==> config.mk <==
export PLATFORM = sky130hd
export DESIGN_NAME = alu_sequencer
export DESIGN_NICKNAME = d
export VERILOG_FILES = /design/src/rtl/alu_sequencer.sv
export SDC_FILE = /design/constraint.sdc
export NUM_CORES = 1
export LEC_CHECK = 0
export ABC_AREA = 1
export BUFFER_PORTS_ARGS = -buffer_cell sky130_fd_sc_hd__buf_4
export CORE_MARGIN = 2
export CORE_UTILIZATION = 50
export CTS_CLUSTER_SIZE = 40
export DETAILED_ROUTE_END_ITERATION = 16
export PLACE_DENSITY_LB_ADDON = 0.2
export SYNTH_ARGS = -nofsm -noshare
export SYNTH_HDL_FRONTEND = slang
export SYNTH_SLANG_ARGS = --single-unit
==> constraint.sdc <==
create_clock -name clk -period 3.8 [get_ports clk]
set_input_delay 0.19 -clock clk [delete_from_list [all_inputs] [get_ports clk]]
set_output_delay 0.19 -clock clk [all_outputs]
set_load 0.05 [all_outputs]
==> src/rtl/alu_sequencer.sv <==
// Command sequencer for the switch-driven calculator: owns the A/B/Y registers and drives the external ALU mux.
// Optional accumulator mode (CAPTURE also loads A with the ALU result) is enabled by defining ALU_SEQ_ACCUM_EN.
module alu_sequencer #(
    parameter int WIDTH  = 8,
    parameter int SETTLE = 2
) (
    input  logic             clk,
    input  logic             reset,
    input  logic             cmd_valid,
    output logic             cmd_ready,
    input  logic [1:0]       cmd,
    input  logic [3:0]       op,
    input  logic [WIDTH-1:0] din,
    output logic [3:0]       alu_sel,
    output logic [WIDTH-1:0] alu_a,
    output logic [WIDTH-1:0] alu_b,
    input  logic [WIDTH-1:0] alu_y,
    output logic [WIDTH-1:0] reg_a,
    output logic [WIDTH-1:0] reg_b,
    output logic [WIDTH-1:0] reg_y,
    output logic             done,
    output logic             busy
);

    localparam logic [1:0] CMD_LOAD_A = 2'b00;
    localparam logic [1:0] CMD_LOAD_B = 2'b01;
    localparam logic [1:0] CMD_EXEC   = 2'b10;
    localparam logic [1:0] CMD_CLEAR  = 2'b11;
    localparam logic [3:0] OP_NEG     = 4'hC;
    localparam logic [3:0] OP_STO     = 4'hD;
    localparam logic [3:0] OP_SWP     = 4'hE;
    localparam logic [3:0] OP_LOAD    = 4'hF;

    typedef enum logic [2:0] {
        S_IDLE    = 3'd0,
        S_SETTLE  = 3'd1,
        S_CAPTURE = 3'd2,
        S_WB      = 3'd3,
        S_DONE    = 3'd4
    } state_t;

    state_t           state_q, state_d;
    logic [3:0]       cnt_q, cnt_d;
    logic [1:0]       cmd_q, cmd_d;
    logic [3:0]       op_q, op_d;
    logic [WIDTH-1:0] din_q, din_d;
    logic [3:0]       sel_q, sel_d;
    logic [WIDTH-1:0] a_q, a_d;
    logic [WIDTH-1:0] b_q, b_d;
    logic [WIDTH-1:0] y_q, y_d;
    logic             done_q, done_d;
    logic             busy_q, busy_d;
    logic             ready_q, ready_d;

    // Next-state, register-file and status decode
    always_comb begin
        state_d = state_q;
        cnt_d   = cnt_q;
        cmd_d   = cmd_q;
        op_d    = op_q;
        din_d   = din_q;
        sel_d   = sel_q;
        a_d     = a_q;
        b_d     = b_q;
        y_d     = y_q;
        case (state_q)
            S_IDLE: begin
                if (cmd_valid) begin
                    cmd_d = cmd;
                    op_d  = op;
                    din_d = din;
                    if ((cmd == CMD_EXEC) && (op <= OP_NEG)) begin
                        state_d = S_SETTLE;
                        cnt_d   = 4'(SETTLE - 1);
                        sel_d   = op;
                    end else begin
                        state_d = S_WB;
                    end
                end else begin
                    state_d = S_IDLE;
                end
            end
            S_SETTLE: begin
                if (cnt_q == 4'd0) begin
                    state_d = S_CAPTURE;
                end else begin
                    cnt_d = cnt_q - 4'd1;
                end
            end
            S_CAPTURE: begin
                y_d = alu_y;
`ifdef ALU_SEQ_ACCUM_EN
                a_d = alu_y;
`endif
                state_d = S_DONE;
            end
            S_WB: begin
                case (cmd_q)
                    CMD_LOAD_A: a_d = din_q;
                    CMD_LOAD_B: b_d = din_q;
                    CMD_CLEAR: begin
                        a_d = '0;
                        b_d = '0;
                        y_d = '0;
                    end
                    CMD_EXEC: begin
                        case (op_q)
                            OP_STO:  a_d = y_q;
                            OP_SWP: begin
                                a_d = b_q;
                                b_d = a_q;
                            end
                            OP_LOAD: a_d = din_q;
                            default: a_d = a_q;
                        endcase
                    end
                    default: a_d = a_q;
                endcase
                state_d = S_DONE;
            end
            S_DONE:  state_d = S_IDLE;
            default: state_d = S_IDLE;
        endcase
        // Status flags are registered from the next state so they align with it
        done_d  = (state_d == S_DONE);
        busy_d  = (state_d != S_IDLE);
        ready_d = (state_d == S_IDLE);
    end

    // State and datapath registers with asynchronous abort
    always_ff @(posedge clk or negedge reset) begin
        if (!reset) begin
            state_q <= S_IDLE;
            cnt_q   <= 4'd0;
            cmd_q   <= 2'b00;
            op_q    <= 4'd0;
            din_q   <= '0;
            sel_q   <= 4'd0;
            a_q     <= '0;
            b_q     <= '0;
            y_q     <= '0;
            done_q  <= 1'b0;
            busy_q  <= 1'b0;
            ready_q <= 1'b1;
        end else begin
            state_q <= state_d;
            cnt_q   <= cnt_d;
            cmd_q   <= cmd_d;
            op_q    <= op_d;
            din_q   <= din_d;
            sel_q   <= sel_d;
            a_q     <= a_d;
            b_q     <= b_d;
            y_q     <= y_d;
            done_q  <= done_d;
            busy_q  <= busy_d;
            ready_q <= ready_d;
        end
    end

    assign cmd_ready = ready_q;
    assign alu_sel   = sel_q;
    assign alu_a     = a_q;
    assign alu_b     = b_q;
    assign reg_a     = a_q;
    assign reg_b     = b_q;
    assign reg_y     = y_q;
    assign done      = done_q;
    assign busy      = busy_q;

endmodule
**After elaboration in Yosys (flattened, before gate mapping)**

Index checks and enable logic that the tools add are counted.

- Bits in registers: 52
- Latch bits: 0
- Bits in writable memories: 0
- ROM bits: 0
- Output and inout port bits: 47
- Word-level logic and storage cells: 62
- Memories: 0

- Add/subtract/negate cells: 1
- $mul: 0
- Div/mod/pow operators: 0
- Order comparisons: 1
- Equal/unequal tests: 17
- Shift operators: 0
- Multiplexer cells: 14
- Bitwise logic cells: 0
- Reductions and logical operators: 17

Operators with widths:

| operator | count |
|---|---|
| $pmux 8 s3 | 3 |
| $mux 8 | 2 |
| $pmux 8 s2 | 1 |
| $eq 4x4->1 const B | 3 |
| $mux 4 | 3 |
| $pmux 3 s3 | 1 |
| $reduce_and 3->1 | 3 |
| $reduce_bool 3->1 | 3 |
| $ne 2x2->1 const B | 4 |
| $pmux 4 s2 | 1 |
| $eq 2x2->1 const B | 3 |
| $eq 3x2->1 const B | 2 |
| $logic_not 3->1 | 2 |
| $mux 3 | 2 |
| $le 4x4->1 const B | 1 |
| $logic_not 4->1 | 1 |
| $ne 4x4->1 const B | 1 |
| $reduce_and 2->1 | 2 |
| $reduce_and 4->1 | 1 |
| $reduce_bool 2->1 | 2 |
| $sub 4x1->4 const B | 1 |
| $eq 3x1->1 const B | 1 |
| $eq 3x3->1 const B | 1 |
| $eq 2x1->1 const B | 1 |
| other kinds (5) | 5 |

**Logic depth before layout (Yosys ltp)**

Gate-level depths: netlist (run 1).

- Depth in word-level cells: 6
- Mapped depth: 9
- Depth with buffers taken out: 9

**Worst setup path before layout (run 1)**

OpenSTA, ideal clock, no wires.

- Kind: register to register
- From: register op_q[0]
- To: register b_q[0], in the netlist alu_b[0]
- Setup time: 120 ps
- Arrival: 1,107 ps
- Required time: 3,680 ps
- Slack: 2,573 ps
- Stages on the path, launching flop included: 7
- Buffers on the path: 0
- Clock period less this slack: 1,227 ps
- Cells stage by stage: dfrtp_1 nor2_8 nand3_4 a21oi_4 inv_4 nand2_1 nand2_1

- Longest elaborated chain between the ends: 3

Ends and longest elaborated chain:

| item | line | source |
|---|---|---|
| start, declared | 45 | `logic [3:0] op_q, op_d;` |
| start signal, assigned | 149 | `op_q <= op_d;` |
| $eq 4x4->1 | 107 | `case (op_q)` |
| $ne 2x2->1 (no line) | - |  |
| $reduce_and 3->1 (no line) | - |  |
| end signal, assigned | 140 | `b_q <= '0;` |
| end signal, assigned | 153 | `b_q <= b_d;` |
| end, declared | 49 | `logic [WIDTH-1:0] b_q, b_d;` |

Every way passes these cells.
A chain may end at the register's enable or synchronous reset.

**Worst setup path in the final report (run 1)**

- From: register state_q[1]
- To: register cnt_q[1]

- Longest elaborated chain between the ends: 3

Ends and longest elaborated chain:

| item | line | source |
|---|---|---|
| start, declared | 42 | `state_t state_q, state_d;` |
| start signal, assigned | 146 | `state_q <= state_d;` |
| $eq 3x1->1 or $logic_not 3->1 (tied branches) | 66 | `case (state_q)` |
| $ne 2x2->1 (no line) or $reduce_bool 2->1 (tied branches) | - |  |
| $reduce_and 4->1 (no line) | - |  |
| end signal, assigned | 147 | `cnt_q <= cnt_d;` |
| end, declared | 43 | `logic [3:0] cnt_q, cnt_d;` |

Parallel ways exist; a longest one is shown, timed or not.

==> results.md, run 1 <==
- Status: finished clean
- Cells after DPL: 449
- Synth area leader: dfrtp_1
- Post-DP HPWL: 4230 µm
- Crit-path cells: nor2_1, nand3_2, inv_2, nand3_1, nand2_1, nand2_1, nand2_1
- Worst hold endpoint: din_q[3]
- Commonest cells in the netlist: nand2_1, dfrtp_1, nand3_1
- Period utilization: 52.7%
- Core footprint: 0.00511 mm²
- Post-synth ARST share: 100%
- WP buf/inv: 1
- Clock Skew: 0.00824 ns
- Hold Startpoint: din[3]
- Sequential Area: 0.00130 mm²
- Global route overflow: 0
- DIE AREA: 0.00589 mm²
- Worst-Margin Slew: 0.648 ns
- Pre-CTS WS: 1.82 ns
- Largest net degree at the start of global routing: 53
- DRT Pass-1 Iters: 4
- Initial DRC Count: 164
- Num CTS Buffers: 5
- Worst rel slew slack: 56.8%
- Drt total wl: 6000 µm
- Root Buffer: clkbuf_8
- RR Startpoint: state_q[1]
- Initial core utilization: 51.8%
- Die Ht: 76.7 µm
- Synth top area share: 48.3%
- CTS resizes: 0
- CTS Buffer Depth: 2
- Worst-path maximum fanout: 21
- Worst path arrival time: 2.25 ns
- Synth area leaders: dfrtp_1, nand2_1, nand3_1, o21ai_0, buf_4
- Worst Setup End Kind: flop
- Worst path slowest cell: dfrtp_1
- Sink Count: 52
- Total GRT Usage: 21.8%
- RSZ-0062 raised after global routing: false
- Avg Cell Area, Syn: 7.99 µm²
- F_max: 499 MHz
- Routed len/inst: 13.1 µm
- IO Pins: 72
- Worst hold slack: 0.0797 ns
- Yosys reg bits: 52
- # port buffers: 71
- Antenna violations before repair: 0
- Final Non-Filler Cells: 458
- Crit Reg-Reg Endpoint: cnt_q[1]
- Post-layout min period: 2.00 ns
- Final ANT Viol Nets: 0
- Seq/Total Area, Yosys: 49.3%
- Top sig layer: met4
- Synth cell types: 27
- Share of cells above drive strength 1: 25.3%
- Worst-path clk slew: 0.10 ns
- Routed vias/inst: 5.06
- Max Slew Vio Count: 0
- CP most frequent cell: nand2_1
- Routability Congestion: 0.849
- Hold crit path type: in -> reg
- Diode count: 0
- Synth Cell Area: 0.00264 mm²
- Vias in the first global route: 2216
- Syn_nets: 358
- Top delay family on crit path: simple AND/OR/NAND/NOR gates
- Width of the die: 76.7 µm
- Worst setup SP type: flop
- Reg2Reg Depth: 7
- Final setup violation count: 0
- # Max-Cap Violations: 0
- Yosys warnings: 0
- First-pass GRT wire length: 10200 µm
- Most common cell in the netlist: nand2_1
- Number of synthesized flops with an enable pin: 0
- Fill count: 450
- Multi-input gate area: 0.00105 mm²
- Hold depth: 3
- Final #Nets: 414
- Worst setup path category: reg -> reg
- H-Tree Depth: 2
- Residual DRC: 0
- Main flop type after synthesis: dfrtp_1
- Std cell rows: 26
- Met2 WL post-DR: 2930 µm
- Hold Fails Final Rpt: 0
- Clk_lat worst skew: 0.31 ns
- Area grow syn2layout: 22.9%
- Slowest cell delay on critical path: 0.41 ns
- Vias: 2316
- Setup Total Neg Slack: 0 ns
- Slack of the critical path: 1.80 ns
- CTS Hold Bufs: 1
- Met3 wire len: 356 µm
- Critical Path RT: 4.05 ns
- TritonCTS clock tree: yes
- Setup bufs post-CTS: 0
- WL met1: 2610 µm
- FF-to-FF setup slack: 1.80 ns
- Gate count after technology mapping: 331
==> metal layers <==
metal | track usage, % | up-vias
li1 | - | 1142
met1 | 27.6 | 1083
met2 | 36.4 | 81
met3 | 4.24 | 10
met4 | 9.27 | 0
met5 | 0 | -
==> sequential cells by signal, indices dropped and copies added (netlist names) <==
register / count
alu_a: 8
alu_b: 8
alu_sel: 4
busy: 1
cmd_q: 2
cmd_ready: 1
cnt_q: 4
din_q: 8
done: 1
op_q: 4
reg_y: 8
state_q: 3
==> logic make-up after synthesis <==
logic type,share of synthesized area (%)
fa+ha+maj,0.946
buf+inv,11.2
simple gates,27.4
xor+xnor,0.331
flops,49.3
compound gates,10.9
==> placed cells by master (no fill, tap or decap), types with 2 or more instances in the layout <==
cell type / instances
inv_2: 5
buf_4: 71
nor2_1: 24
ha_1: 2
clkbuf_8: 7
nand3_2: 2
a21oi_1: 18
o21ai_0: 30
nand3_1: 34
nand2_1: 96
nor2_4: 2
dfrtp_1: 51
inv_1: 29
o21ai_1: 3
==> worst reg2reg max path: cells and delay by family (launching register included) <==
kind / cells / cell delay [ns]
DFF: 1 / 0.41
buffers and inverters: 1 / 0.35
and+or+nand+nor: 6 / 1.19
==> area by class of cell <==
type,count,share of cell area (%)
multi-input cells,219,32.2
clock buffers,7,2.97
repair buffers,72,16.7
well taps,70,2.70
inverters,37,4.39
clock inverters,1,0.924
flip-flops and latches,52,40.1
==> worst max-delay path by stage <==
| stage | start | endpoint | slack [ns] | cells past startpoint |
|---|---|---|---|---|
| 6_report | state_q[1] | cnt_q[1] | 1.80 | 7 |
| 5_1_grt | state_q[0] | cnt_q[1] | 1.56 | 7 |
| 4_1_cts | state_q[0] | cnt_q[3] | 1.80 | 7 |
| 3_5_place_dp | state_q[0] | cnt_q[3] | 1.82 | 7 |
| 3_3_place_gp | state_q[0] | cnt_q[0] | 1.83 | 7 |
| 2_1_floorplan | op_q[0] | alu_b[0] | 2.57 | 6 |
==> stage by stage <==
step | utilization [%] | area [µm²]
floorplan | - | 2640
global placement | 60.9 | 3110
detailed placement | 60.9 | 3110
CTS | 63.6 | 3250
global route | 63.6 | 3250
finish | 63.6 | 3250
Power of run 1 is left out: the tool's default activity adds up to more than one toggle a clock period on the data nets, which glitch-free logic cannot reach.
==> run 2: changes to the inputs <==
==> constraint.sdc (replaced) <==
create_clock -name clk -period 1.9 [get_ports clk]
set_input_delay 0.095 -clock clk [delete_from_list [all_inputs] [get_ports clk]]
set_output_delay 0.095 -clock clk [all_outputs]
set_load 0.05 [all_outputs]
==> run 2 against run 1 <==
The flow now finishes with violations (negative hold slack). Final cell count grew 2.4%. Clock skew grew 0.0013 ns. Highest routed layer unchanged. First-iteration DRC count shrank 5.5%. Fmax grew 33%. Worst setup slack lost 1.4 ns. Register-to-register slack lost 1.4 ns. Critical path depth shrank 1.
==> results.md, run 2 (synthesis gave the netlist of run 1 again) <==
- Status: finished, violations left
- Failing checks: negative hold slack
- DIE AREA: 0.00589 mm²
- Core footprint: 0.00511 mm²
- Final #Nets: 426
- Crit Reg-Reg Endpoint: alu_a[5]
- Die Ht: 76.7 µm
- Post-DP HPWL: 4400 µm
- CTS Hold Bufs: 8
- RSZ-0062 raised after global routing: false
- Post-layout min period: 1.50 ns
- Worst-Margin Slew: 0.650 ns
- Worst Setup EP: alu_a[5]
- Sequential Area: 0.00130 mm²
- CP startpoint: cmd_q[0]
- Hold depth: 3
- Width of the die: 76.7 µm
- Share of cells above drive strength 1: 25.3%
- Period utilization: 79.0%
- Worst rel slew slack: 56.7%
- # Max-Cap Violations: 0
- Residual DRC: 0
- Drt total wl: 6150 µm
- Worst-path clk slew: 0.09 ns
- Clk_lat worst skew: 0.31 ns
- Largest net degree at the start of global routing: 53
- First-pass GRT wire length: 10500 µm
- F_max: 666 MHz
- # port buffers: 71
- Critical Path RT: 2.10 ns
- TritonCTS clock tree: yes
- Diode count: 0
- Setup bufs post-CTS: 0
- Max Slew Vio Count: 0
- Worst-path maximum fanout: 9
- Vias in the first global route: 2219
- Worst setup SP type: flop
- Routed len/inst: 13.1 µm
- Multi-input gate area: 0.00105 mm²
- Sink Count: 52
- Std cell rows: 26
- Reg2Reg Depth: 6
- Worst setup path category: reg -> reg
- Antenna violations before repair: 0
- Routed vias/inst: 4.97
- Initial DRC Count: 155
- Hold crit path type: in -> reg
- Global route overflow: 0
- Routability Congestion: 0.839
- Root Buffer: clkbuf_8
- Final setup violation count: 0
- Hold Fails Final Rpt: 1
- DRT Pass-1 Iters: 5
- Num CTS Buffers: 5
- IO Pins: 72
- Fill count: 426
- RR Startpoint: cmd_q[0]
- Clock Skew: 0.00953 ns
- FF-to-FF setup slack: 0.40 ns
- Commonest non-fill, non-tap cell in the layout: nand2_1
- Setup Total Neg Slack: 0 ns
- Worst Setup End Kind: flop
- Total GRT Usage: 22.7%
- Vias: 2330
- Initial core utilization: 51.8%
- Worst path arrival time: 1.70 ns
- Final ANT Viol Nets: 0
- Hold Startpoint: din[2]
- H-Tree Depth: 2
- Area grow syn2layout: 25.1%
- CTS Buffer Depth: 2
- Worst hold slack: -0.00314 ns
- Most frequent cells in the layout: nand2_1, buf_4, dfrtp_1, nand3_1, o21ai_0
- CTS resizes: 0
## run 2: changes by cell type in the layout (fill, tap and decap cells not counted)
cell	before	now
clkbuf_1	0	1
buf_4	71	76
bufinv_16	1	0
clkinv_2	1	2
dlygate4sd3_1	1	8
clkbuf_8	7	5
## run 2: final cells by class
| type | instances | area share, % |
|---|---|---|
| clock buffer | 6 | 2.19 |
| clock inverter | 1 | 0.151 |
| inverter | 37 | 4.31 |
| multi-input combinational | 219 | 31.6 |
| sequential | 52 | 39.4 |
| tap | 70 | 2.65 |
| timing repair buffer | 84 | 19.7 |
## run 2: how the worst min path moves through the flow
stage | slack, ns | endpoint
final | -0.003 | din_q[2]
after floorplan | -0.20 | alu_a[0]
after global routing | 0.02 | din_q[6]
after CTS | 0.002 | din_q[2]
after global placement | 0.16 | reg_y[7]
after detailed placement | 0.17 | reg_y[3]
## run 2: per-stage QoR
step	setup WS, ns	hold slack, ns	cell area, µm²	instances	util, %
3_5_place_dp	0.420	0.165	3150	454	61.7
4_1_cts	0.405	0.00159	3310	469	64.7
3_3_place_gp	0.431	0.162	3150	454	61.7
5_1_grt	0.229	0.0163	3310	469	64.7
2_1_floorplan	0.673	-0.201	2640	331	-
6_report	0.399	-0.00314	3310	469	64.7
## run 2: layer usage
metal  up-vias  routed length [µm]  global-route usage, %
met1      1074                2650                   29.6
met5         -                   0                      0
met4         0                  75                   7.82
li1       1169                   -                      -
met3         5                 391                   5.53
met2        82                3030                   37.1
## run 2: critical path: stages, from the launching register on
cell and delay [ns]:
dfrtp_1 0.43, inv_2 0.11, nor2_1 0.06, nor2_2 0.42, nand2_4 0.17, nor2_1 0.12, a21oi_1 0.08
Power of run 2 is left out for the same reason.
